[config.mk]
export PLATFORM = sky130hd
export DESIGN_NAME = btn_input_port
export DESIGN_NICKNAME = d
export VERILOG_FILES = /design/src/rtl/btn_input_port.sv
export SDC_FILE = /design/constraint.sdc
export NUM_CORES = 1
export LEC_CHECK = 0
export ABC_AREA = 1
export CORE_MARGIN = 2
export CORE_UTILIZATION = 57
export DETAILED_ROUTE_END_ITERATION = 7
export GPL_TIMING_DRIVEN = 0
export PLACE_DENSITY = 0.86
export SYNTH_ARGS = -nofsm -noshare
export SYNTH_HDL_FRONTEND = slang
export SYNTH_SLANG_ARGS = --single-unit
export TNS_END_PERCENT = 100
[constraint.sdc]
create_clock -name clk_25mhz -period 10.55 [get_ports clk_25mhz]
set_input_delay 1.5825 -clock clk_25mhz [delete_from_list [all_inputs] [get_ports clk_25mhz]]
set_output_delay 1.5825 -clock clk_25mhz [all_outputs]
set_load 0.05 [all_outputs]
[src/rtl/btn_input_port.sv]
// btn_input_port: synchronized, debounced push-button port with sticky press/release
// flags, a press counter and a press interrupt, read over a one-cycle-latency bus.
module btn_input_port #(
  parameter int NUM_BTN         = 7,
  parameter int DEBOUNCE_CYCLES = 250000,
  parameter int CNT_W           = 18
) (
  input  logic               clk_25mhz,
  input  logic               reset_n,
  input  logic [NUM_BTN-1:0] btn,
  input  logic               rd_en,
  input  logic [1:0]         rd_addr,
  output logic [31:0]        rd_data,
  output logic               rd_valid,
  output logic               irq
);
  logic [NUM_BTN-1:0] sync1_q, sync2_q, stable_q, stable_d, prev_q;
  logic [NUM_BTN-1:0] press_q, press_d, rel_q, rel_d, rise, fall;
  logic [CNT_W-1:0]   cnt_q [NUM_BTN];
  logic [CNT_W-1:0]   cnt_d [NUM_BTN];
  logic [15:0]        press_count_q, press_count_d;
  logic [31:0]        rd_data_q, rd_data_d;
  logic               rd_valid_q, irq_q;
  logic [4:0]         n_rise;
  logic               clr_press, clr_rel;
  always_comb begin
    rise      = stable_q & ~prev_q;
    fall      = ~stable_q & prev_q;
    n_rise    = '0;
    stable_d  = stable_q;
    for (int i = 0; i < NUM_BTN; i++) begin
      n_rise   = n_rise + 5'(rise[i]);
      cnt_d[i] = '0;
      if (sync2_q[i] != stable_q[i]) begin
        if (cnt_q[i] == CNT_W'(DEBOUNCE_CYCLES - 1)) stable_d[i] = sync2_q[i];
        else cnt_d[i] = cnt_q[i] + CNT_W'(1);
      end
    end
    press_count_d = press_count_q + 16'(n_rise);
    clr_press     = rd_en && rd_addr == 2'd1;
    clr_rel       = rd_en && rd_addr == 2'd2;
    // a new event in the clearing cycle survives: set wins over clear
    press_d   = (press_q & ~{NUM_BTN{clr_press}}) | rise;
    rel_d     = (rel_q & ~{NUM_BTN{clr_rel}}) | fall;
    rd_data_d = !rd_en           ? rd_data_q :
                rd_addr == 2'd0 ? 32'(stable_q) :
                rd_addr == 2'd1 ? 32'(press_q) :
                rd_addr == 2'd2 ? 32'(rel_q) : {16'b0, press_count_q};
  end
  always_ff @(posedge clk_25mhz or negedge reset_n) begin
    if (!reset_n) begin
      sync1_q       <= '0;
      sync2_q       <= '0;
      stable_q      <= '0;
      prev_q        <= '0;
      cnt_q         <= '{default: '0};
      press_q       <= '0;
      rel_q         <= '0;
      press_count_q <= '0;
      rd_data_q     <= '0;
      rd_valid_q    <= 1'b0;
      irq_q         <= 1'b0;
    end else begin
      sync1_q       <= btn;
      sync2_q       <= sync1_q;
      stable_q      <= stable_d;
      prev_q        <= stable_q;
      cnt_q         <= cnt_d;
      press_q       <= press_d;
      rel_q         <= rel_d;
      press_count_q <= press_count_d;
      rd_data_q     <= rd_data_d;
      rd_valid_q    <= rd_en;
      irq_q         <= |press_q;
    end
  end
  assign rd_data  = rd_data_q;
  assign rd_valid = rd_valid_q;
  assign irq      = irq_q;
endmodule
Word level (Yosys, flattened, before mapping) --
Index checks and enable logic that the tools add are counted.
Storage, ports and cells: bits in registers 218, output and inout port bits 34, logic and storage cells 91
Operators by class: add/subtract/negate cells 14, eq/ne operators 16, muxes and demuxes 17, bitwise operators 10, reductions and logical operators 11
Operator list (count):
- two-way mux 18 bit | 14
- adder 18 x 1 -> 18 bit, second input constant | 7
- equality test 18 bit, second input constant | 7
- two-way mux 16 bit | 3
- AND 7 bit | 4
- NOT 7 bit | 4
- adder 16 x 5 -> 16 bit | 1
- bitwise OR 7 bit | 2
- AND reduction 2 bit | 7
- adder 5 x 1 -> 5 bit | 2
- inequality test 1 bit | 7
- OR reduction 7 bit | 1
- adder 4 x 1 -> 5 bit | 1
- adder 3 x 1 -> 4 bit | 1
- adder 2 x 1 -> 3 bit | 1
- adder 1 x 1 -> 2 bit | 1
- equality test 2 x 1 -> 1 bit, second input constant | 1
- equality test 2 bit, second input constant | 1
- logical AND 1 bit | 2
- logical NOT 2 bit | 1

Depth between registers and ports, before layout --
Gate-level depths: netlist of the first run.
depth in word-level cells 9, gate-level depth with buffers 14, gate-level depth less buffers 14

Worst setup path before layout of the first run --
OpenSTA, ideal clock, no wires.
path kind register -> register, from reg stable_q[0], to reg press_count_q[8], data arrival time 3.186 ns, data required time 10.418 ns, setup slack 7.233 ns, stages on the path, launching flop included 13, period minus slack after synthesis 3.317 ns, cell sequence dfrtp_1 > nand2_1 > fa_1 > fa_1 > inv_1 > fa_1 > ha_1 > fa_1 > nand2_1 > nand2_1 > o21ai_0 > nor3_1 > xor2_1
On the way: word-level cells in the longest chain between the ends 8
RTL lines:
- start: declaration | RTL line 17 | logic [NUM_BTN-1:0] sync1_q, sync2_q, stable_q, stable_d, prev_q;
- start signal: assignment | RTL line 66 | stable_q <= stable_d;
- AND 7 bit | RTL line 27 | rise = stable_q & ~prev_q;
- adder 1 x 1 -> 2 bit | RTL line 32 | n_rise = n_rise + 5'(rise[i]);
- adder 2 x 1 -> 3 bit | RTL line 32
- adder 3 x 1 -> 4 bit | RTL line 32
- adder 4 x 1 -> 5 bit | RTL line 32
- adder 5 x 1 -> 5 bit (2 in a row) | RTL line 32
- adder 16 x 5 -> 16 bit | RTL line 39 | press_count_d = press_count_q + 16'(n_rise);
- via press_count_d[8] | RTL line 21 | logic [15:0] press_count_q, press_count_d;
- end signal: assignment | RTL line 71 | press_count_q <= press_count_d;
- end: declaration | RTL line 21
The timed path passes the listed nets, and every way through them passes these cells. A chain may end at the register's enable or synchronous reset.

Worst setup path after layout of the first run --
Same ends and word-level chain as after synthesis.

==> results of run 1 <==
## cell families after synthesis
| family | count (synthesis) |
|---|---|
| AO/OA/AOI/OAI | 87 |
| XOR/XNOR | 56 |
| adder cells (fa/ha/maj) | 18 |
| buffers and inverters | 152 |
| flip-flops | 202 |
| other | 1 |
| AND/OR/NAND/NOR | 745 |
## metal layers
layer / vias to the layer above / global-route usage [%] / wire [um]
li1: 4148 / - / -
met1: 3952 / 30.5 / 9290
met2: 232 / 36.9 / 10300
met3: 49 / 3.56 / 1080
met4: 0 / 7.18 / 503
met5: - / 0 / 0
## critical path, delay by kind of cell (launching register included)
| kind | cells | cell delay [ns] |
|---|---|---|
| flops | 1 | 0.48 |
| compound gates | 1 | 0.19 |
| simple gates | 4 | 0.39 |
| buf+inv | 1 | 0.06 |
| fa+ha+maj | 5 | 2.24 |
| xor+xnor | 1 | 0.17 |
## final timing paths
path,slack (ns),cells after the start,endpoint,startpoint
setup / recovery,6.90,12,press_count_q[8],stable_q[0]
hold / removal,0.34,0,sync2_q[3],sync1_q[3]
setup reg to reg,6.90,12,press_count_q[8],stable_q[0]
hold reg to reg,0.34,0,sync2_q[3],sync1_q[3]
max in group asynchronous,8.49,2,cnt_q[28],reset_n
min in group asynchronous,1.03,1,cnt_q[42],reset_n
## flip-flops by register name, summed over array words and instances (netlist names)
register and cells:
cnt_q 126, irq 1, press_count_q 16, press_q 7, prev_q 7, rd_data 16, rd_valid 1, rel_q 7
stable_q 7, sync1_q 7, sync2_q 7
## through the flow
step	hold slack (ns)	power [uW]	setup WS (ns)	setup TNS (ns)
global route	0.349	1730	6.74	0
CTS	0.339	1680	6.89	0
finish	0.336	1670	6.90	0
detailed placement	0.336	906	6.96	0
floorplan	0.331	867	7.23	0
global placement	0.334	904	-0.312	-59.48
## layout by cell type, fill, tap and decap left out, drive strengths merged, types with 20 or more instances in the layout
| cell | Yosys | layout |
|---|---|---|
| nand3 | 61 | 61 |
| nor3 | 47 | 47 |
| dfrtp | 202 | 202 |
| buf | 18 | 20 |
| xor2 | 38 | 38 |
| a21oi | 32 | 32 |
| nand4 | 37 | 37 |
| o21ai | 29 | 29 |
| nor2 | 283 | 283 |
| clkbuf | 4 | 29 |
| inv | 130 | 130 |
| nand2 | 295 | 295 |
| clkdlybuf4s50 | 0 | 28 |
## cell usage after synthesis (all sizes together), types with 4 or more instances
cell / instances / area [um^2]
a21oi: 32 / 164
a31oi: 5 / 31.3
and2: 7 / 43.8
buf: 18 / 133
clkbuf: 4 / 15.0
dfrtp: 202 / 5050
fa: 4 / 80.1
ha: 14 / 175
inv: 130 / 488
nand2: 295 / 1180
nand3: 61 / 330
nand4: 37 / 238
nor2: 283 / 1210
nor3: 47 / 320
nor3b: 12 / 90.1
o211ai: 5 / 37.5
o21ai: 29 / 149
o22ai: 6 / 37.5
o31ai: 6 / 45.0
xnor2: 18 / 188
xor2: 38 / 340
## power groups by stage
stage	clock (uW)	combinational (uW)	sequential, uW
2_1_floorplan	0	46.3	820
3_3_place_gp	0	92.0	812
3_5_place_dp	0	94.8	811
4_1_cts	791	95.4	797
5_1_grt	825	104	799
6_report	775	94.4	798
## final cells by class
cell class	count	area, um^2	share of cell area [%]
timing repair buffer	30	323	2.73
multi-input combinational	922	4780	40.5
clock inverter	12	155	1.31
sequential	202	5050	42.8
clock buffer	25	582	4.92
inverter	130	488	4.13
buffer	22	148	1.25
tap	229	287	2.42
antenna	1	2.50	0.0212
==> impl_metrics.toml, run 1 <==
[place]
hpwl_um = 14600
place_area_um2 = 11100
place.gp.congestion = 0.923
dp_cells = 1535
portBuffers = 29

[run_status]
outcome = "complete, no violations"

[logic_synthesis]
syn_inst = 1261
synth_compound_area_share_pct = 4.80
synth_area_um2 = 10400
synthMuxAreaShare_pct = 0
syn_avg_cell_area_um2 = 8.26
ys_warn_count = 0
seq_area_frac_synth_pct = 48.5
async_flop_share_pct = 100
synth_edf_count = 0
synthFlopType = "dfrtp_1"
synth_adder_area_share_pct = 2.45
yosysUniqueCellTypes = 42
synth_simple_gate_area_share_pct = 33.0
synth_top_family_by_area = "simple AND/OR/NAND/NOR gates"
synth_xor_area_share_pct = 5.07
yosys_register_bits = 202

[drt]
drc = 0
drt-initial-drc-count = 619
drtAntennaViolNets = 0
viasPerCell = 5.33
wire_per_inst_um = 13.4
vias = 8381
drt-total-wl_um = 21100
firstDrtPassIters = 5

[timing]
slew-limit-headroom_pct = 46.8
rsz0062_at_grt = "false"
min_period_ns = 3.65
finalCritPeriodShare_pct = 34.6
slew_violations = 0
skew_ns = 0.0266
setup_violations = 0
fmax_mhz = 274
hold_violations = 0
worst_pin_slew_ns = 0.792

[finish]
final_area_um2 = 11800
area_growth_pct = 13.5
utilization_pct = 65.8
final_cells = 1573
drive_above_1_share_pct = 10.9
finalNetCount = 1360
fill_cells = 1379

[power]
irDropWorstVdd_uv = 141
power.share.sequential_pct = 47.8
power-per-cell-area_nw_per_um2 = 141
p_leak_uw = 0.00515
netSwitchingPower_uw = 384
power.internal_uw = 1280
clkPwrFrac_pct = 46.5
combPwrFrac_pct = 5.7
p_sw_share_pct = 23.0

[clock_tree]
path_clk_slew_ns = 0.06
cts_htree_levels = 1
cts_hold_buf = 0
cts.repair.resized = 0
clk_path_buf_depth = 3
post_cts_buffers = 0
cts_buffers = 22
clk_latency_ns = 0.52
cts_root_buf = "clkbuf_16"
cts_tree = "built"
cts_num_sinks = 202

[critical_path]
endpoint_kind = "flop"
cpMaxStageDelayCell = "fa_1"
cp.arrival_ns = 4.04
path_cells = "nand2_1, fa_1, fa_1, inv_1, fa_1, ha_1, fa_1, nand2_1, nand2_1, o21ai_0, nor3_1, xor2_1"
start_kind = "flop"
crit_type = "flop to flop"
slowest_delay_ns = 0.57
crit_fanout = 6
cpMostUsedCell = "fa_1"
worstPathRequired_ns = 10.94

[global_route]
grt_pass1_vias = 8034
grt_pass1_wl_um = 36800
grt-ovfl-total = 0
antenna_found_initial = 1
grt_usage_pct = 22.3
grt_start_max_net_pins = 128

[run]
drv_cap = 0

[floorplanning]
die_y_um = 139
start_util_pct = 58.0
die_x_um = 139
core_region_area_um2 = 18000
dieArea_um2 = 19400
io_pins = 46
rows = 49

[worst_hold_path]
holdCritPathClass = "flop to flop"
(Power assumes the default switching activity.)
==> run 2, diff against run 1 <==
Clock period 10.55 ns to 3.75 ns, I/O delays scaled along.
==> run 2 against run 1 <==
Net effect: sequential power rose to 2.8 times the previous value; routed wire length about the same; clock power rose to 2.8 times the previous value.
==> impl_metrics.toml, run 2 (synthesis gave the netlist of run 1 again) <==
[run_status]
outcome = "complete, no violations"

[clock_tree]
cts_tree = "built"
post_cts_buffers = 0
cts.repair.resized = 0
cts_hold_buf = 0
cts_buffers = 22
clk_latency_ns = 0.52
cts_root_buf = "clkbuf_16"
cts_num_sinks = 202
cts_htree_levels = 1
clk_path_buf_depth = 3
path_clk_slew_ns = 0.06

[timing]
worst_pin_slew_ns = 0.792
hold_violations = 0
finalCritPeriodShare_pct = 95.3
slew-limit-headroom_pct = 46.8
rsz0062_at_grt = "false"
setup_violations = 0
slew_violations = 0
tns_ns = 0
fmax_mhz = 280
skew_ns = 0.0261
min_period_ns = 3.57

[worst_hold_path]
holdCritPathClass = "primary input to asynchronous set/reset pin"

[finish]
final_common_cell = "nand2_1"
regMostFlops = "cnt_q"
drive_above_1_share_pct = 11.0
final_cells = 1573
largest_register_ffs = 126
area_growth_pct = 13.5
register_area_um2 = 5060
finalNetCount = 1360
final_cell_mix = "nand2_1 (267), nor2_1 (252), dfrtp_1 (201), inv_1 (124), nand3_1 (56)"
utilization_pct = 65.8
multi_input_area_um2 = 4780
fill_cells = 1379

[drt]
wire_per_inst_um = 13.4
vias = 8387
drt-total-wl_um = 21200
drc = 0
viasPerCell = 5.33
drtAntennaViolNets = 0
drt-initial-drc-count = 619
firstDrtPassIters = 5

[critical_path]
start_kind = "flop"
endpoint_kind = "flop"
crit_fanout = 6
path_cells = "nand2_1, fa_1, fa_1, inv_1, fa_1, ha_1, fa_1, nand2_1, nand2_1, o21ai_0, nor3_1, xor2_1"
cp.arrival_ns = 3.96
cpMaxStageDelayCell = "fa_1"
cpMostUsedCell = "fa_1"
crit_type = "flop to flop"
slowest_delay_ns = 0.57
worstPathRequired_ns = 4.14

[floorplanning]
die_x_um = 139
start_util_pct = 58.0
die_y_um = 139
rows = 49
io_pins = 46
core_region_area_um2 = 18000
dieArea_um2 = 19400

[place]
place.gp.congestion = 0.923
dp_cells = 1535
hpwl_um = 14600
portBuffers = 29

[global_route]
grt_pass1_vias = 8034
antenna_found_initial = 1
grt_pass1_wl_um = 36800
grt_usage_pct = 22.3
grt-ovfl-total = 0
grt_start_max_net_pins = 128

[power]
power-per-cell-area_nw_per_um2 = 397
irDropWorstVdd_uv = 398
p_leak_uw = 0.00515

[run]
drv_cap = 0
==> run 2: changes by cell type in the layout (fill, tap and decap cells not counted) <==
cell     change
dfrtp_2      +1
dfrtp_1      -1
==> run 2: final cells by class <==
type	count	share of cell area [%]
sequential	202	42.8
multi-input combinational	922	40.5
clock buffer	25	4.92
inverter	130	4.13
timing repair buffer	30	2.73
tap	229	2.42
clock inverter	12	1.31
buffer	22	1.25
antenna	1	0.0212
==> run 2: routing by layer <==
layer / vias to the layer above / track usage, % / part of all wire, %
li1: 4148 / - / -
met3: 56 / 3.56 / 5.1
met1: 3949 / 30.5 / 44
met5: - / 0 / 0
met2: 234 / 36.9 / 48
met4: 0 / 7.18 / 2.5
==> run 2: through the flow <==
stage / hold slack (ns) / area, um^2 / total power, uW / worst slack, ns
after floorplan: 0.267 / 10500 / 2440 / 0.433
after global placement: 0.334 / 11100 / 2540 / -6.09
after detailed placement: 0.336 / 11100 / 2550 / 0.161
after CTS: 0.0212 / 11800 / 4740 / 0.0862
after global routing: 0.0444 / 11800 / 4860 / 0.0394
final: 0.00728 / 11800 / 4690 / 0.178
==> run 2: power by group <==
part / leakage [uW] / internal [uW] / switching (uW) / total [uW]
sequential: 0.00276 / 2220 / 28.2 / 2240
combinational: 0.00203 / 74.5 / 191 / 266
clock: 0.000360 / 1320 / 861 / 2180
total: 0.00515 / 3610 / 1080 / 4690
==> run 2: worst max-delay path: cells and delay by family, from the launching register on <==
family | cells | cell delay [ns]
AOI/OAI and AO/OA | 1 | 0.19
DFF | 1 | 0.43
xor gates and xnor gates | 1 | 0.17
and+or+nand+nor | 4 | 0.37
buffers and inverters | 1 | 0.06
adders and majority gates | 5 | 2.24
==> run 2: worst paths after layout <==
path / start / end / slack (ns) / cells past startpoint
worst max-delay path: stable_q[0] / press_count_q[8] / 0.18 / 12
worst min-delay path: reset_n / cnt_q[42] / 0.007 / 1
worst max register to register: stable_q[0] / press_count_q[8] / 0.18 / 12
worst min register to register: sync1_q[3] / sync2_q[3] / 0.34 / 0
max in group asynchronous: reset_n / stable_q[0] / 2.68 / 2
min in group clk_25mhz: sync1_q[3] / sync2_q[3] / 0.34 / 0
